`config.mk`:
```
export PLATFORM = sky130hd
export DESIGN_NAME = mem_dma_flat
export DESIGN_NICKNAME = d
export VERILOG_FILES = /design/src/rtl/mem_dma_if.sv /design/src/rtl/mem_dma.sv /design/src/flat_wrapper.sv
export SDC_FILE = /design/constraint.sdc
export NUM_CORES = 1
export LEC_CHECK = 0
export CORE_ASPECT_RATIO = 1.25
export CORE_UTILIZATION = 40
export DETAILED_ROUTE_END_ITERATION = 16
export HOLD_SLACK_MARGIN = 0.12
export PLACE_DENSITY = 0.79
export SETUP_SLACK_MARGIN = 0.4
export SLEW_MARGIN = 20
export SYNTH_ARGS = -nofsm -noshare
export SYNTH_HDL_FRONTEND = slang
export SYNTH_SLANG_ARGS = --single-unit
```
`constraint.sdc`:
```
create_clock -name clk -period 2.95 [get_ports clk]
set_input_delay 0.295 -clock clk [delete_from_list [all_inputs] [get_ports clk]]
set_output_delay 0.295 -clock clk [all_outputs]
set_load 0.05 [all_outputs]
```
`src/rtl/mem_dma_if.sv`:
```
// mem_dma_if -- memory port bundle between the DMA engine and a single-port
// synchronous RAM (port B). The RAM registers its read data, so mem_data_in
// reflects the address presented one cycle earlier.
//
// Signals:
//   mem_address  [14:0]  word address            (DMA -> RAM)
//   mem_data_out [15:0]  write data              (DMA -> RAM)
//   mem_we               write enable            (DMA -> RAM)
//   mem_data_in  [15:0]  registered read data    (RAM -> DMA)
//
// Modports: master = DMA engine side, slave = memory side.

interface mem_dma_if;
    logic [14:0] mem_address;
    logic [15:0] mem_data_out;
    logic        mem_we;
    logic [15:0] mem_data_in;

    modport master (
        output mem_address,
        output mem_data_out,
        output mem_we,
        input  mem_data_in
    );

    modport slave (
        input  mem_address,
        input  mem_data_out,
        input  mem_we,
        output mem_data_in
    );
endinterface

```
`src/rtl/mem_dma.sv`:
```
// mem_dma -- word-granular memory copy/fill engine.
//
// Copy mode reads a source word (READ) and writes it one cycle later (WRITE),
// giving 2 cycles/word; fill mode writes the latched fill word every cycle.
// Transfers run in ascending address order with 15-bit wrapping pointers.
//
// Ports:
//   clk, rst_n          clock, synchronous active-low reset
//   start, abort        launch (IDLE only) / terminate (while busy)
//   mode                0 = copy, 1 = fill
//   src_addr, dst_addr  base word addresses (15 bit)
//   length              word count, 0..32768
//   fill_value          word written in fill mode
//   busy, done          transfer active / one-cycle completion pulse
//   words_done          words written in the current or last transfer
//   mem                 memory port (mem_dma_if.master)
//
// state   | meaning
// --------+-----------------------------------------------------------
// S_IDLE  | waiting for start; memory outputs held at 0
// S_READ  | copy only: present src_ptr, data returns next cycle
// S_WRITE | write one word at dst_ptr, advance pointers and count
// S_DONE  | one-cycle done pulse, then back to idle

module mem_dma (
    input  logic        clk,
    input  logic        rst_n,
    input  logic        start,
    input  logic        abort,
    input  logic        mode,
    input  logic [14:0] src_addr,
    input  logic [14:0] dst_addr,
    input  logic [15:0] length,
    input  logic [15:0] fill_value,
    output logic        busy,
    output logic        done,
    output logic [15:0] words_done,
    mem_dma_if.master   mem
);

    typedef enum logic [1:0] {
        S_IDLE  = 2'd0,
        S_READ  = 2'd1,
        S_WRITE = 2'd2,
        S_DONE  = 2'd3
    } state_t;

    state_t      state_q, state_d;
    logic [14:0] src_ptr_q, src_ptr_d;
    logic [14:0] dst_ptr_q, dst_ptr_d;
    logic [15:0] len_q, len_d;
    logic        mode_q, mode_d;
    logic [15:0] fill_q, fill_d;
    logic [15:0] words_done_q, words_done_d;

    logic        last_word;

    // The write in flight is the final one when the count after it hits length.
    assign last_word = ((words_done_q + 16'd1) == len_q);

    always_comb begin
        state_d          = state_q;
        src_ptr_d        = src_ptr_q;
        dst_ptr_d        = dst_ptr_q;
        len_d            = len_q;
        mode_d           = mode_q;
        fill_d           = fill_q;
        words_done_d     = words_done_q;
        busy             = 1'b0;
        done             = 1'b0;
        mem.mem_address  = 15'd0;
        mem.mem_data_out = 16'd0;
        mem.mem_we       = 1'b0;

        case (state_q)
            S_IDLE: begin
                if (start) begin
                    words_done_d = 16'd0;
                    if (length == 16'd0) begin
                        state_d = S_DONE;
                    end else begin
                        src_ptr_d = src_addr;
                        dst_ptr_d = dst_addr;
                        len_d     = length;
                        mode_d    = mode;
                        fill_d    = fill_value;
                        state_d   = mode ? S_WRITE : S_READ;
                    end
                end
            end

            S_READ: begin
                busy            = 1'b1;
                mem.mem_address = src_ptr_q;
                state_d         = abort ? S_IDLE : S_WRITE;
            end

            S_WRITE: begin
                busy             = 1'b1;
                mem.mem_address  = dst_ptr_q;
                mem.mem_we       = 1'b1;
                // Copy data is the RAM's registered output for the READ address.
                mem.mem_data_out = mode_q ? fill_q : mem.mem_data_in;
                // The write issued this cycle always lands, even under abort.
                src_ptr_d        = src_ptr_q + 15'd1;
                dst_ptr_d        = dst_ptr_q + 15'd1;
                words_done_d     = words_done_q + 16'd1;
                if (abort) begin
                    state_d = S_IDLE;
                end else if (last_word) begin
                    state_d = S_DONE;
                end else begin
                    state_d = mode_q ? S_WRITE : S_READ;
                end
            end

            S_DONE: begin
                done    = 1'b1;
                state_d = S_IDLE;
            end

            default: begin
                state_d = S_IDLE;
            end
        endcase
    end

    always_ff @(posedge clk) begin
        if (!rst_n) begin
            state_q      <= S_IDLE;
            src_ptr_q    <= 15'd0;
            dst_ptr_q    <= 15'd0;
            len_q        <= 16'd0;
            mode_q       <= 1'b0;
            fill_q       <= 16'd0;
            words_done_q <= 16'd0;
        end else begin
            state_q      <= state_d;
            src_ptr_q    <= src_ptr_d;
            dst_ptr_q    <= dst_ptr_d;
            len_q        <= len_d;
            mode_q       <= mode_d;
            fill_q       <= fill_d;
            words_done_q <= words_done_d;
        end
    end

    assign words_done = words_done_q;

endmodule
```
`src/flat_wrapper.sv`:
```
// flat-port wrapper written by rule: the top's interface ports become plain ports
module mem_dma_flat 
  (clk, rst_n, start, abort, mode, src_addr, dst_addr, length, fill_value, busy, done, words_done, mem_mem_address, mem_mem_data_out, mem_mem_we, mem_mem_data_in);
  mem_dma_if mem_i ();
  input  logic clk;
  input  logic rst_n;
  input  logic start;
  input  logic abort;
  input  logic mode;
  input  logic [14:0] src_addr;
  input  logic [14:0] dst_addr;
  input  logic [15:0] length;
  input  logic [15:0] fill_value;
  output logic busy;
  output logic done;
  output logic [15:0] words_done;
  output wire logic [$bits(mem_i.mem_address)-1:0] mem_mem_address;
  output wire logic [$bits(mem_i.mem_data_out)-1:0] mem_mem_data_out;
  output wire logic [$bits(mem_i.mem_we)-1:0] mem_mem_we;
  input wire logic [$bits(mem_i.mem_data_in)-1:0] mem_mem_data_in;
  assign mem_mem_address = mem_i.mem_address;
  assign mem_mem_data_out = mem_i.mem_data_out;
  assign mem_mem_we = mem_i.mem_we;
  assign mem_i.mem_data_in = mem_mem_data_in;
  mem_dma u_core (.clk(clk), .rst_n(rst_n), .start(start), .abort(abort), .mode(mode), .src_addr(src_addr), .dst_addr(dst_addr), .length(length), .fill_value(fill_value), .busy(busy), .done(done), .words_done(words_done), .mem(mem_i));
endmodule
```
==> metrics.yaml <==
detailed_routing:
  initialDrtViolationCount: 345
  drc: 0
  vias: 5443
  dr.pass1.iters: 5
  wl_per_cell_um: 16.1
  vias_per_cell: 5.77
  drt-total-wl_um: 15200
  ant_nets: 0
synth:
  netlist_instances: 666
  syn_area_um2: 4880
  avgSynthCellArea_um2: 7.33
  yosys.area.top_type: "dfxtp_1"
  async_flop_share_pct: 0
  synth-seq-cells: 81
  synth_top_area_share_pct: 33.2
  syn_nets: 756
  ys_seq_area_share_pct: 33.2
  ys_warn_count: 0
  synth_area_leaders: "dfxtp_1, nand2_1, a21oi_1, nor2_1, o21ai_0"
  synthFlopType: "dfxtp_1"
  synth_edf_count: 0
  synth.distinct_cells: 65
final_layout:
  layout.nets: 868
  final_util_pct: 58.9
  diodes: 0
  layout.cells.most_common_list: "nand2_1, clkdlybuf4s50_1, dfxtp_1"
  drive_above_1_share_pct: 9.97
  final_common_cell: "nand2_1"
  stdcell_count: 943
  area_growth_pct: 41.5
worst_hold_path:
  holdPathStages: 2
  min_from: "u_core.fill_q[15]"
  worstHoldPathType: "flip-flop to flip-flop"
  hold_end: "u_core.fill_q[15]"
critical_path:
  arrival_ns: 2.18
  path_class: "flip-flop to output pin"
  slowest_delay_ns: 0.56
  worst-path-stages: 4
  r2r_cells: 7
  critPathLaunchType: "flip-flop"
  critical_path.startpoint: "u_core.state_q[1]"
  worst_ep_required_time_ns: 2.65
  reg2reg_slack_ns: 0.56
  reg2reg_to: "u_core.state_q[1]"
  crit_fanout: 16
  cp-end-kind: "output pin"
  critPathTopFamily: "buffers and inverters"
  crit_slowest_cell: "ha_1"
  crit_chain: "inv_1, ha_1, nor2b_2, dlygate4sd2_1"
  timing.critical_path.buf_inv: 2
  reg2reg_from: "u_core.words_done[0]"
cts:
  clk_latency_ns: 0.34
  clock_path_buffers: 2
  cts_buffers: 9
  cts_tree: "done"
  post_cts_buffers: 0
  cts_sinks: 81
  clkTransAtPathRegs_ns: 0.06
  htree_num_levels: 3
  cts_root_buf: "clkbuf_16"
sta:
  finalHoldViolations: 0
  fin_skew_ns: 0.00853
  relSlewSlack_pct: 51.0
  rsz0062_at_grt: "false"
  clock.fmax_mhz: 404
  slew_violations: 0
  worstMarginPinSlew_ns: 0.735
  fin_crit_sh_pct: 83.9
  fin_crit_ns: 2.48
  finalSetupViolations: 0
  timing.setup.tns_ns: 0
floorplanning:
  dieWidth_um: 101
  io_pins: 133
  coreArea_um2: 11700
  die_area_um2: 12600
  rows: 44
  start_util_pct: 41.6
  die-height_um: 125
pwr:
  peakVddDrop_mv: 0.338
  power_density_nw_per_um2: 488
  p_leak_nw: 2.59
global_route:
  met3_usage_pct: 4.42
  grtUsageMet1_pct: 28.0
  grt_pass1_wl_um: 24400
  top_usage_layer: "met2"
  first_global_vias: 5120
  grt_max_degree: 33
  grtUsageMet2_pct: 41.8
  grt_usage_pct: 24.2
  antenna_found_initial: 0
  overflow: 0
place:
  gp_congestion: 0.894
  portBuffers: 132
  dp_cells: 928
  dp_hpwl_um: 10800
status:
  status: "completed"
flow_run:
  max_cap_viol_count: 0
==> worst reg2reg max path, delay by kind of cell (launching register included) <==
family          cells  cell delay (ns)
compound gates      2             0.45
simple gates        3             0.82
flops               1             0.49
fa+ha+maj           1             0.36
xor+xnor            1             0.19
==> kinds of logic (layout without fill, tap and decap cells) <==
group / Yosys count / count (layout) / share of synthesized area (%)
adder cells (fa/ha/maj): 7 / 7 / 1.79
XOR/XNOR: 20 / 20 / 3.59
AO/OA/AOI/OAI: 199 / 199 / 25.1
AND/OR/NAND/NOR: 272 / 272 / 26.6
buffers and inverters: 68 / 184 / 5.82
flip-flops: 81 / 81 / 33.2
multiplexers: 19 / 19 / 3.90
==> worst max-delay path by stage <==
| stage | slack, ns | endpoint |
|---|---|---|
| 6_report | 0.47 | mem_mem_address[4] |
| 5_1_grt | 0.40 | mem_mem_address[4] |
| 4_1_cts | 0.23 | mem_mem_address[13] |
| 3_5_place_dp | 0.38 | u_core.state_q[1] |
| 3_3_place_gp | 0.56 | u_core.state_q[1] |
| 2_1_floorplan | 0.30 | mem_mem_data_out[10] |
==> final cells by class <==
| class | count | area, um2 |
|---|---|---|
| clock inverter | 5 | 129 |
| inverter | 20 | 75.1 |
| tap | 161 | 201 |
| fill | 1014 | 4820 |
| timing repair buffer | 149 | 1600 |
| multi-input combinational | 517 | 3050 |
| sequential | 81 | 1620 |
| clock buffer | 10 | 229 |
==> Yosys cell counts (8+ instances only) <==
cell      count
xnor2_1      13
nor3_1       13
inv_1        18
a21oi_1      79
nor2b_1      18
nor4_1        8
nand3_1      23
nor2_1       56
a211oi_1     11
and2_1        8
mux2i_1      19
and3_1        8
o21ai_0      41
a22oi_1      20
nand2_1     111
clkbuf_1     29
dfxtp_1      81
buf_2        10
==> sequential cells by signal, summed over array words and instances, names as in the netlist <==
name / cells
u_core.state_q: 2
u_core.dst_ptr_q: 15
u_core.words_done: 16
u_core.src_ptr_q: 15
u_core.fill_q: 16
u_core.len_q: 16
u_core.mode_q: 1
==> metrics by stage <==
step	hold slack (ns)	setup slack, ns	instance area (um2)	power (W)
finish	0.453	0.475	6910	0.00337
detailed placement	0.448	0.383	6530	0.00202
CTS	0.457	0.225	6890	0.00337
floorplan	0.431	0.303	4910	0.00173
global placement	0.447	0.557	6530	0.00200
global route	0.483	0.404	6910	0.00349
==> what timing repair did <==
action,in CTS,in global routing
pin swaps,0,0
hold buffers,0,0
resized for setup,15,11
endpoints found under the setup margin,17,10
==> where the power goes <==
part / internal, W / switching, W / total, W
sequential: 0.00118 / 0.0000865 / 0.00126
clock: 0.000910 / 0.000446 / 0.00136
combinational: 0.000341 / 0.000407 / 0.000749
total: 0.00243 / 0.000940 / 0.00337
==> metal layers <==
layer	share of wire, %	vias to the layer above
met3	6.6	50
met4	3.9	0
met2	50	244
met1	39	2554
met5	0	-
li1	-	2595
Power figures use the tool's default switching activity.
